[src/rtl/leaf_pkt_pkg.sv]
// Shared packet layout, FSM states and packet assembly for the leaf transmit path.
// Packet: [48] valid | [47:43] leaf | [42:39] port | [38:32] remote BRAM address | [31:0] payload.
package leaf_pkt_pkg;

    localparam int unsigned PAYLOAD_W        = 32;
    localparam int unsigned LEAF_W           = 5;
    localparam int unsigned PORT_W           = 4;
    localparam int unsigned ADDR_W           = 7;
    localparam int unsigned PKT_BITS         = 1 + LEAF_W + PORT_W + ADDR_W + PAYLOAD_W;
    localparam int unsigned FREESPACE_UPDATE = 64;

    localparam int unsigned PAYLOAD_LSB = 0;
    localparam int unsigned ADDR_LSB    = PAYLOAD_LSB + PAYLOAD_W;
    localparam int unsigned PORT_LSB    = ADDR_LSB + ADDR_W;
    localparam int unsigned LEAF_LSB    = PORT_LSB + PORT_W;
    localparam int unsigned VALID_BIT   = LEAF_LSB + LEAF_W;

    typedef enum logic [1:0] {
        ST_UNCFG,
        ST_RUN,
        ST_HOLD,
        ST_NOCRED
    } state_t;

    function automatic logic [PKT_BITS-1:0] make_packet(
        input logic [LEAF_W-1:0]    leaf,
        input logic [PORT_W-1:0]    port,
        input logic [ADDR_W-1:0]    addr,
        input logic [PAYLOAD_W-1:0] payload
    );
        logic [PKT_BITS-1:0] pkt;
        pkt                           = '0;
        pkt[VALID_BIT]                = 1'b1;
        pkt[LEAF_LSB +: LEAF_W]       = leaf;
        pkt[PORT_LSB +: PORT_W]       = port;
        pkt[ADDR_LSB +: ADDR_W]       = addr;
        pkt[PAYLOAD_LSB +: PAYLOAD_W] = payload;
        return pkt;
    endfunction

endpackage

[src/rtl/leaf_credit_counter.sv]
// Credit counter: adds INC_SIZE on inc, subtracts one on dec, saturates at MAX_COUNT
// and raises a sticky overflow flag whenever saturation was needed.
module leaf_credit_counter #(
    parameter int unsigned CNT_BITS  = 8,
    parameter int unsigned MAX_COUNT = 128,
    parameter int unsigned INC_SIZE  = 64
) (
    input  logic                clk,
    input  logic                rst_n,
    input  logic                inc,
    input  logic                dec,
    output logic [CNT_BITS-1:0] count,
    output logic [CNT_BITS-1:0] count_next,
    output logic                overflow
);

    localparam int unsigned SUM_BITS = CNT_BITS + 2;

    logic [CNT_BITS-1:0] count_q, count_d;
    logic                overflow_q, overflow_d;
    logic [SUM_BITS-1:0] sum;
    logic                dec_eff;

    always_comb begin
        // a lone decrement at zero would wrap into a bogus saturation; never let it through
        dec_eff = dec && (inc || (count_q != '0));
        sum     = SUM_BITS'(count_q)
                + (inc     ? SUM_BITS'(INC_SIZE) : '0)
                - (dec_eff ? SUM_BITS'(1)        : '0);
        if (sum > SUM_BITS'(MAX_COUNT)) begin
            count_d    = CNT_BITS'(MAX_COUNT);
            overflow_d = 1'b1;
        end else begin
            count_d    = sum[CNT_BITS-1:0];
            overflow_d = overflow_q;
        end
    end

    always_ff @(posedge clk or negedge rst_n) begin
        if (!rst_n) begin
            count_q    <= CNT_BITS'(MAX_COUNT);
            overflow_q <= 1'b0;
        end else begin
            count_q    <= count_d;
            overflow_q <= overflow_d;
        end
    end

    assign count      = count_q;
    assign count_next = count_d;
    assign overflow   = overflow_q;

endmodule

[src/rtl/leaf_stream_packetizer.sv]
// Leaf transmit path: wraps user words into BFT packets with destination and a wrapping
// remote write address, through a 1-deep output register gated by remote credits.
module leaf_stream_packetizer
    import leaf_pkt_pkg::*;
#(
    parameter int unsigned PACKET_BITS           = PKT_BITS,
    parameter int unsigned PAYLOAD_BITS          = PAYLOAD_W,
    parameter int unsigned NUM_LEAF_BITS         = LEAF_W,
    parameter int unsigned NUM_PORT_BITS         = PORT_W,
    parameter int unsigned NUM_ADDR_BITS         = ADDR_W,
    parameter int unsigned FREESPACE_UPDATE_SIZE = FREESPACE_UPDATE
) (
    input  logic                     clk_user,
    input  logic                     reset,
    input  logic                     cfg_vld,
    input  logic [NUM_LEAF_BITS-1:0] cfg_leaf,
    input  logic [NUM_PORT_BITS-1:0] cfg_port,
    input  logic [PAYLOAD_BITS-1:0]  din_leaf_user2interface,
    input  logic                     vld_user2interface,
    output logic                     ack_interface2user,
    input  logic                     credit_update,
    input  logic                     bft_ready,
    output logic [PACKET_BITS-1:0]   dout_leaf_interface2bft,
    output logic                     credit_overflow
);

    state_t                   state_q, state_d;
    logic [PACKET_BITS-1:0]   dout_q, dout_d;
    logic [NUM_LEAF_BITS-1:0] dest_leaf_q, dest_leaf_d;
    logic [NUM_PORT_BITS-1:0] dest_port_q, dest_port_d;
    logic [NUM_ADDR_BITS-1:0] wr_addr_q, wr_addr_d;
    logic [NUM_ADDR_BITS:0]   credits, credits_next;

    logic out_full;
    logic transfer;
    logic cfg_accept;
    logic ack;

    assign out_full   = dout_q[VALID_BIT];
    assign transfer   = vld_user2interface && ack;
    assign cfg_accept = cfg_vld && ((state_q == ST_UNCFG) || !out_full);

    leaf_credit_counter #(
        .CNT_BITS  (NUM_ADDR_BITS + 1),
        .MAX_COUNT (2 ** NUM_ADDR_BITS),
        .INC_SIZE  (FREESPACE_UPDATE_SIZE)
    ) u_credit (
        .clk        (clk_user),
        .rst_n      (reset),
        .inc        (credit_update),
        .dec        (transfer),
        .count      (credits),
        .count_next (credits_next),
        .overflow   (credit_overflow)
    );

    // State register
    always_ff @(posedge clk_user or negedge reset) begin
        if (!reset) begin
            state_q <= ST_UNCFG;
        end else begin
            state_q <= state_d;
        end
    end

    // Next state: after configuration the state simply tracks output-register occupancy
    // and whether credits will be exhausted once this cycle's send/update are applied.
    always_comb begin
        state_d = state_q;
        unique case (state_q)
            ST_UNCFG: begin
                if (cfg_vld) state_d = ST_RUN;
            end
            default: begin
                if (transfer || (out_full && !bft_ready)) state_d = ST_HOLD;
                else if (credits_next == '0)              state_d = ST_NOCRED;
                else                                      state_d = ST_RUN;
            end
        endcase
    end

    // Outputs: accept uses registered credits, so an update only helps from the next cycle.
    always_comb begin
        ack = (state_q != ST_UNCFG)
           && (credits != '0)
           && ((state_q != ST_HOLD) || bft_ready);
    end

    assign ack_interface2user      = ack;
    assign dout_leaf_interface2bft = dout_q;

    always_comb begin
        dout_d      = dout_q;
        wr_addr_d   = wr_addr_q;
        dest_leaf_d = dest_leaf_q;
        dest_port_d = dest_port_q;

        if (transfer) begin
            dout_d = make_packet(dest_leaf_q, dest_port_q, wr_addr_q, din_leaf_user2interface);
        end else if (out_full && bft_ready) begin
            dout_d = '0;
        end

        if (cfg_accept) begin
            dest_leaf_d = cfg_leaf;
            dest_port_d = cfg_port;
            wr_addr_d   = '0;
        end else if (transfer) begin
            wr_addr_d = wr_addr_q + NUM_ADDR_BITS'(1);
        end
    end

    always_ff @(posedge clk_user or negedge reset) begin
        if (!reset) begin
            dout_q      <= '0;
            wr_addr_q   <= '0;
            dest_leaf_q <= '0;
            dest_port_q <= '0;
        end else begin
            dout_q      <= dout_d;
            wr_addr_q   <= wr_addr_d;
            dest_leaf_q <= dest_leaf_d;
            dest_port_q <= dest_port_d;
        end
    end

endmodule

[config.mk]
export PLATFORM = sky130hd
export DESIGN_NAME = leaf_stream_packetizer
export DESIGN_NICKNAME = d
export VERILOG_FILES = /design/src/rtl/leaf_pkt_pkg.sv /design/src/rtl/leaf_credit_counter.sv /design/src/rtl/leaf_stream_packetizer.sv
export SDC_FILE = /design/constraint.sdc
export NUM_CORES = 1
export LEC_CHECK = 0
export ABC_AREA = 1
export CAP_MARGIN = 25
export CORE_ASPECT_RATIO = 1.2
export CORE_MARGIN = 2
export CORE_UTILIZATION = 43
export DETAILED_ROUTE_END_ITERATION = 7
export PLACE_DENSITY = 0.78
export SLEW_MARGIN = 25
export SYNTH_ARGS = -nofsm -noshare
export SYNTH_HDL_FRONTEND = slang
export SYNTH_SLANG_ARGS = --single-unit
export TNS_END_PERCENT = 20
[constraint.sdc]
create_clock -name clk_user -period 2.9 [get_ports clk_user]
set_input_delay 0.58 -clock clk_user [delete_from_list [all_inputs] [get_ports clk_user]]
set_output_delay 0.58 -clock clk_user [all_outputs]
set_load 0.005 [all_outputs]
Yosys cells after proc, flatten, opt, wreduce, memory -nomap -nowiden
Cells that the tools add are included.

Register bits after elaboration: 76. Output and inout bits: 51. Logic and storage cells: 43.

Add/sub/neg operators: 3. $lt $le $gt $ge: 1. Equal/unequal tests: 2. Mux-type cells: 11. Reductions and logical operators: 19.

Operators with widths (count): two-way mux 49 bit (2); two-way mux 7 bit (3); adder 8 x 10 -> 10 bit (1); greater-than comparator 10 x 8 -> 1 bit (second input constant) (1); subtractor 10 bit (1); logical NOT 8 bit (1); two-way mux 2 bit (4); two-way mux 8 bit (1); nonzero test 8 bit (1); adder 7 x 1 -> 7 bit (second input constant) (1); logical AND 1 bit (7); nonzero test 2 bit (3); logical OR 1 bit (4); inequality test 2 bit (second input constant) (2); logical NOT 1 bit (2); logical NOT 2 bit (1); two-way mux 1 bit (1).

Depth between registers and ports, before layout
Gate-level depths: netlist of the first run.

Word-level depth: 13. Gate-level depth with buffers: 21. Depth with buffers taken out: 20.

Hierarchy
A second synthesis of the first run with hierarchy kept.

Cells, all modules: 461. Area, all modules: 3722.3 um2.

By module, submodules not included: leaf_stream_packetizer (times used 1, cells each 351, area each 2894.0 um2); leaf_credit_counter (times used 1, cells each 110, area each 828.3 um2).

Worst setup path after synthesis of the first run
Ideal clock, no wire load.

Path type: input to register. Start: input port bft_ready. End: register u_credit.overflow_q, in the netlist u_credit.overflow. Data arrival time: 2854 ps. Required time: 2776 ps. Setup slack: -78 ps. Cell stages on the path: 18. Cells stage by stage: nand2_1 nand2_1 nand3_2 inv_2 clkbuf_1 ha_1 inv_1 ha_1 fa_1 nand3_1 nand2_1 nand3_1 nand2_1 nand2_1 nand2_2 nand2_1 nand2_4 or2_1.

Word-level cells in the longest chain between the ends: 7.

RTL lines: from (decl) (RTL line leaf_stream_packetizer.sv:22) `input logic bft_ready,`; logical OR 1 bit (RTL line leaf_stream_packetizer.sv:86) `&& ((state_q != ST_HOLD) || bft_ready);`; logical AND 1 bit (RTL line leaf_stream_packetizer.sv:86); logical AND 1 bit (RTL line leaf_stream_packetizer.sv:40) `assign transfer = vld_user2interface && ack;`; logical AND 1 bit (RTL line leaf_credit_counter.sv:26) `dec_eff = dec && (inc || (count_q != '0));`; two-way mux 1 bit (RTL line leaf_credit_counter.sv:29) `- (dec_eff ? SUM_BITS'(1) : '0);`; subtractor 10 bit (RTL line leaf_credit_counter.sv:29); greater-than comparator 10 x 8 -> 1 bit (RTL line leaf_credit_counter.sv:30) `if (sum > SUM_BITS'(MAX_COUNT)) begin`; to (signal assigned) (RTL line leaf_credit_counter.sv:45) `overflow_q <= overflow_d;`; to (decl) (RTL line leaf_credit_counter.sv:20) `logic overflow_q, overflow_d;`.

No other way between the ends. A chain may end at the register's enable or synchronous reset.

Worst setup path in the final report of the first run
Same ends and word-level chain as after synthesis.

==> results.py, run 1 <==
metrics = {
    "cells_and_area": {
        "diodes": 0,
        "nNetsFinal": 578,
        "drive_gt1_frac": 0.104,
        "area.sequential_mm2": 0.00190,
        "final_core_util": 0.601,
        "multi_input_area_mm2": 0.00143,
        "fin_area_mm2": 0.00487,
        "syn_to_final_growth_pct": 36.6,
        "fillers": 728,
    },
    "critical_path": {
        "cp_max_fo": 4,
        "path_class": "in2reg",
        "cp.required_ps": 3120,
        "cpMostUsedCell": "nand2_1",
        "slowest_stage": "clkdlybuf4s50_1",
        "path_cells": "clkdlybuf4s50_1 > nand2_1 > nand2_1 > nand3_2 > inv_2 > ha_1 > inv_1 > ha_1 > fa_2 > inv_1 > nand3_1 > nor2_1 > nand3_1 > nor2_1 > nand2_1 > nand2_2 > nand2_4 > or2_1",
        "critPathArrivalTime_ps": 2940,
        "cp_slowest_stage_delay_ps": 480,
        "worstSetupEndpointType": "flip-flop",
        "startpoint_type": "input pin",
    },
    "synthesis": {
        "async_flop_share": 1.00,
        "ys_seq_elements": 76,
        "syn_avg_cell_area_um2": 8.56,
        "synth_top_cell_area_share": 0.526,
        "netlist_top_cells_area": "dfrtp_1, nand2_1, nand3_1",
        "synthCells": 417,
        "yosysTopAreaCell": "dfrtp_1",
        "netlist_area_mm2": 0.00357,
        "yosysSeqAreaShare": 0.533,
        "ys_warn_count": 0,
        "synthDistinctLibCells": 35,
        "synth_nets": 478,
        "synth_ff_type": "dfrtp_1",
        "synth_edf_count": 0,
    },
    "floorplanning": {
        "core_area_mm2": 0.00811,
        "num_io_pins": 98,
        "die_w_um": 87.2,
        "rows": 36,
        "start_util": 0.440,
        "die_height_um": 104,
        "die_area_mm2": 0.00905,
    },
    "power": {
        "cellPowerDensity_mw_per_mm2": 1020,
        "pwr-share-comb": 0.500,
        "clkPwrFrac": 0.158,
        "switching_share": 0.385,
        "p_seq_frac": 0.342,
        "power_switching_uw": 1920,
        "ir_drop_mv": 0.510,
        "power.internal_uw": 3070,
        "p_leak_uw": 0.00240,
    },
    "clock_network": {
        "clk_pin_slew_worst_paths_ps": 80,
        "cts_tree": "built",
        "clk_latency_ps": 340,
        "cts_sinks": 76,
        "postCtsSetupBuffers": 0,
        "cts_buffers": 9,
        "cts_buffer_depth": 2,
        "htree_levels": 3,
        "cts-root-buf": "clkbuf_8",
    },
    "global_routing": {
        "grt_overflow": 0,
        "antenna_found_initial": 0,
        "grt_max_degree": 77,
        "grt_pass1_wl_um": 14100,
        "gr-usage-all-layers": 0.195,
        "grt_pass1_vias": 3062,
    },
    "timing": {
        "min_period_ps": 2720,
        "finalSetupViolCount": 0,
        "whs_ps": 243,
        "fmax_mhz": 368,
        "worstMarginPinSlew_ps": 669,
        "fin_crit_sh": 0.937,
        "final.setup.worst_slack_ps": 184,
        "final_hold_viol_count": 0,
        "report.final.slew_viol_count": 0,
        "finClkSkew_ps": 11.6,
        "tns_ps": 0,
        "max-slew-margin-rel": 0.554,
    },
    "placed_design": {
        "place_ws_ps": -282,
        "postPlaceCellArea_mm2": 0.00467,
        "portBuffers": 97,
        "dp_hpwl_um": 5890,
        "place_congestion": 0.911,
    },
    "drt": {
        "vias": 3058,
        "via_per_inst": 4.96,
        "drc": 0,
        "wire_per_inst_um": 13.4,
        "dr.first_iter.drc_count": 104,
        "dr.pass1.iters": 4,
        "drt_wl_total_um": 8230,
        "drtAntennaViolNets": 0,
    },
    "min_path": {
        "hold_class": "in2async",
    },
    "flow_run": {
        "cap_viol_max_count": 0,
    },
    "run_status": {
        "status": "completed",
    },
}
layer usage:
| layer | track usage | vias up | share of wire |
|---|---|---|---|
| met2 | 0.320 | 76 | 0.51 |
| met3 | 0.0502 | 14 | 0.055 |
| met5 | 0 | - | 0 |
| met4 | 0.0560 | 0 | 0.013 |
| met1 | 0.252 | 1444 | 0.42 |
| li1 | - | 1524 | - |
kinds of logic after synthesis:
kind of cell | synth area share
compound gates | 0.0600
fa+ha+maj | 0.0512
buf+inv | 0.0698
flops | 0.533
simple gates | 0.286
final cells by class:
cell class,instances,area share
inverter,48,0.0372
sequential,76,0.390
multi-input combinational,276,0.293
tap,95,0.0244
clock inverter,6,0.0136
clock buffer,9,0.0254
timing repair buffer,106,0.216
final timing paths:
kind                                   start  cells after the start  slack [ps]                          end
max                                bft_ready                     18         180            u_credit.overflow
min                                    reset                      1         240  dout_leaf_interface2bft[16]
max reg2reg                u_credit.count[5]                     18         220            u_credit.overflow
min reg2reg                u_credit.overflow                      1         470            u_credit.overflow
max in group asynchronous              reset                      1        2190            u_credit.count[2]
min in group clk_user      u_credit.overflow                      1         470            u_credit.overflow
power groups by stage:
stage          Clock, µW  Combinational (µW)  Sequential, µW
2_1_floorplan          0                1370            1720
3_3_place_gp           0                2430            1710
3_5_place_dp           0                2500            1730
4_1_cts              807                2510            1710
5_1_grt              864                2820            1760
6_report             788                2500            1710
critical path: cells and delay by family:
family	cells	cell delay [ps]
adder cells (fa/ha/maj)	3	730
buffers and inverters	4	670
AND/OR/NAND/NOR	11	940
through the flow:
step / cells / total power, µW
floorplan: 417 / 3090
global placement: 601 / 4140
detailed placement: 601 / 4230
CTS: 616 / 5030
global route: 616 / 5440
finish: 616 / 4990
cells in the mapped netlist (2+ instances only):
cell type,instances
nand2_1,126
dfrtp_1,75
nand3_1,62
inv_1,42
o21ai_0,22
nor2_1,14
clkbuf_1,13
ha_1,13
a21oi_1,8
nand2_2,6
inv_2,5
buf_2,3
nand3_2,2
nand3b_1,2
nand4_1,2
nor3_1,2
nor3_2,2
flip-flops by register name, summed over array words and instances, names as in the netlist:
name and flops:
dest_port_q 4, dout_leaf_interface2bft 49, dest_leaf_q 5, u_credit.count 8
u_credit.overflow 1, state_q 2, wr_addr_q 7
layout by cell type, fill, tap and decap left out, types with 3 or more instances in the layout:
cell type	instances
nand3_2	3
clkdlybuf4s50_1	96
inv_2	6
nor2_1	14
nand2_1	124
a21oi_1	8
clkbuf_8	9
o21ai_0	22
dfrtp_1	75
clkinv_4	3
inv_1	41
clkinv_2	3
buf_4	8
nand2_2	8
nand3_1	61
ha_1	13
what timing repair did:
| action | CTS | global route |
|---|---|---|
| hold buffers | 0 | 0 |
| resized for setup | 0 | 4 |
| endpoints found under the hold margin | 0 | 0 |
| endpoints found under the setup margin | 0 | 8 |
No activity file was read; power rests on OpenSTA's default activity.
==> inputs of run 2 (changes only) <==
Settings changed: CORE_UTILIZATION 43 to 50, PLACE_DENSITY 0.78 to 0.85.
Clock period 2.9 ns to 3.52 ns, I/O delays scaled along.
==> run 2 against run 1 <==
Against the previous run:
- core utilization is 9.7 points higher
- sequential share of layout area is 0.47 points higher
- critical endpoint unchanged
- die area is 13% lower
- largest power group unchanged
==> results.py, run 2 (synthesis gave the netlist of run 1 again) <==
metrics = {
    "critical_path": {
        "r2r-start": "u_credit.count[4]",
        "rr_endpoint": "u_credit.overflow",
        "worstSetupEndpointType": "flip-flop",
        "endpoint": "u_credit.overflow",
        "startpoint": "bft_ready",
        "cp_max_fo": 7,
        "path_class": "in2reg",
        "cp.required_ps": 3750,
        "worstRegToRegCells": 18,
        "startpoint_type": "input pin",
        "critPathArrivalTime_ps": 3330,
        "ff2ff_setup_slack_ps": 630,
    },
    "global_routing": {
        "antenna_found_initial": 0,
        "grt_max_degree": 77,
        "grt_pass1_wl_um": 13800,
        "grt_pass1_vias": 3110,
        "grt_overflow": 0,
        "gr-usage-all-layers": 0.230,
    },
    "floorplanning": {
        "die_height_um": 96.5,
        "rows": 33,
        "num_io_pins": 98,
        "start_util": 0.518,
        "die_area_mm2": 0.00783,
        "die_w_um": 81.1,
        "core_area_mm2": 0.00690,
    },
    "clock_network": {
        "cts_tree": "built",
        "htree_levels": 3,
        "cts_hold_buf": 0,
        "cts-root-buf": "clkbuf_8",
        "clk_pin_slew_worst_paths_ps": 80,
        "cts_buffer_depth": 2,
        "cts_resized": 0,
        "postCtsSetupBuffers": 0,
        "clk_latency_ps": 350,
        "cts_sinks": 76,
        "cts_buffers": 9,
    },
    "placed_design": {
        "portBuffers": 97,
        "place_congestion": 0.869,
        "dp_hpwl_um": 5850,
        "dp_cells": 588,
    },
    "drt": {
        "dr.pass1.iters": 4,
        "drtAntennaViolNets": 0,
        "vias": 3111,
        "drc": 0,
        "dr.first_iter.drc_count": 161,
        "wire_per_inst_um": 14.0,
        "via_per_inst": 5.15,
        "drt_wl_total_um": 8470,
    },
    "power": {
        "power_switching_uw": 1600,
        "clkPwrFrac": 0.161,
        "cellPowerDensity_mw_per_mm2": 844,
        "p_seq_frac": 0.347,
        "switching_share": 0.393,
        "p_leak_uw": 0.00237,
        "pwr-share-comb": 0.493,
        "ir_drop_mv": 0.622,
        "power.internal_uw": 2470,
    },
    "cells_and_area": {
        "drive_gt1_frac": 0.0851,
        "syn_to_final_growth_pct": 35.0,
        "diodes": 0,
        "nNetsFinal": 573,
        "final_common_cell": "nand2_1",
        "largest_reg_flops": 49,
        "stdcell_count": 604,
        "mostFrequentLayoutCells": "nand2_1, clkdlybuf4s50_1, dfrtp_1",
    },
    "timing": {
        "tns_ps": 0,
        "finClkSkew_ps": 10.3,
        "min_period_ps": 3100,
        "fmax_mhz": 322,
        "rsz0062_at_grt": "no",
        "max-slew-margin-rel": 0.548,
        "finalSetupViolCount": 0,
        "fin_crit_sh": 0.881,
        "worstMarginPinSlew_ps": 678,
        "report.final.slew_viol_count": 0,
        "final_hold_viol_count": 0,
    },
    "min_path": {
        "hold_class": "in2async",
    },
    "run_status": {
        "status": "completed",
    },
    "flow_run": {
        "cap_viol_max_count": 0,
    },
}
-- run 2: changes by cell type in the layout (fill, tap and decap cells not counted), sizes merged --
cell	previous run	this run
buf	10	5
clkinvlp	0	1
clkinv	6	5
clkbuf	9	10
-- run 2: stage by stage --
step           area [µm²]   util  hold WS (ps)  setup WS, ps  power, µW
4_1_cts              4810  0.698           492           444       4090
2_1_floorplan        3570      -           408           418       2540
5_1_grt              4820  0.699           411           290       4400
3_5_place_dp         4620  0.670           472          94.3       3420
3_3_place_gp         4620  0.670           467           250       3340
6_report             4820  0.699           358           418       4070
-- run 2: power by group through the flow --
stage | clock [µW] | sequential (µW) | combinational, µW
after floorplan | 0 | 1420 | 1130
after global placement | 0 | 1400 | 1930
after detailed placement | 0 | 1420 | 2000
after CTS | 667 | 1410 | 2020
after global routing | 708 | 1450 | 2240
final | 654 | 1410 | 2000
-- run 2: metal layers --
layer	vias up	share of wire	global-route usage
li1	1518	-	-
met1	1485	0.40	0.267
met2	90	0.52	0.384
met3	18	0.055	0.0613
met4	0	0.026	0.131
met5	-	0	0
-- run 2: worst min-delay path by stage --
stage                   start                          end  slack [ps]  cells after the start
6_report                reset  dout_leaf_interface2bft[14]         360                      1
3_5_place_dp   dest_leaf_q[4]               dest_leaf_q[4]         470                      2
2_1_floorplan           reset               dest_leaf_q[0]         410                      0
4_1_cts        dest_leaf_q[4]               dest_leaf_q[4]         490                      2
3_3_place_gp   dest_leaf_q[4]               dest_leaf_q[4]         470                      2
5_1_grt                 reset  dout_leaf_interface2bft[14]         410                      1
-- run 2: area by class of cell --
| cell class | instances | area (µm²) |
|---|---|---|
| inverters | 48 | 181 |
| clock buffers | 10 | 128 |
| clock inverters | 6 | 65.1 |
| repair buffers | 101 | 1010 |
| fillers | 533 | 2080 |
| flip-flops and latches | 76 | 1900 |
| well taps | 87 | 109 |
| multi-input cells | 276 | 1420 |
-- run 2: worst max-delay path, cell delays in order --
cell	delay, ps
clkdlybuf4s50_1	510
nand2_1	80
nand2_1	90
nand3_2	100
inv_2	70
ha_1	140
inv_1	40
ha_1	200
fa_1	430
nand3_1	130
nand2_1	80
nand3_1	100
nand2_1	60
nand2_1	80
nand2_2	70
nand2_1	130
nand2_4	90
or2_1	220
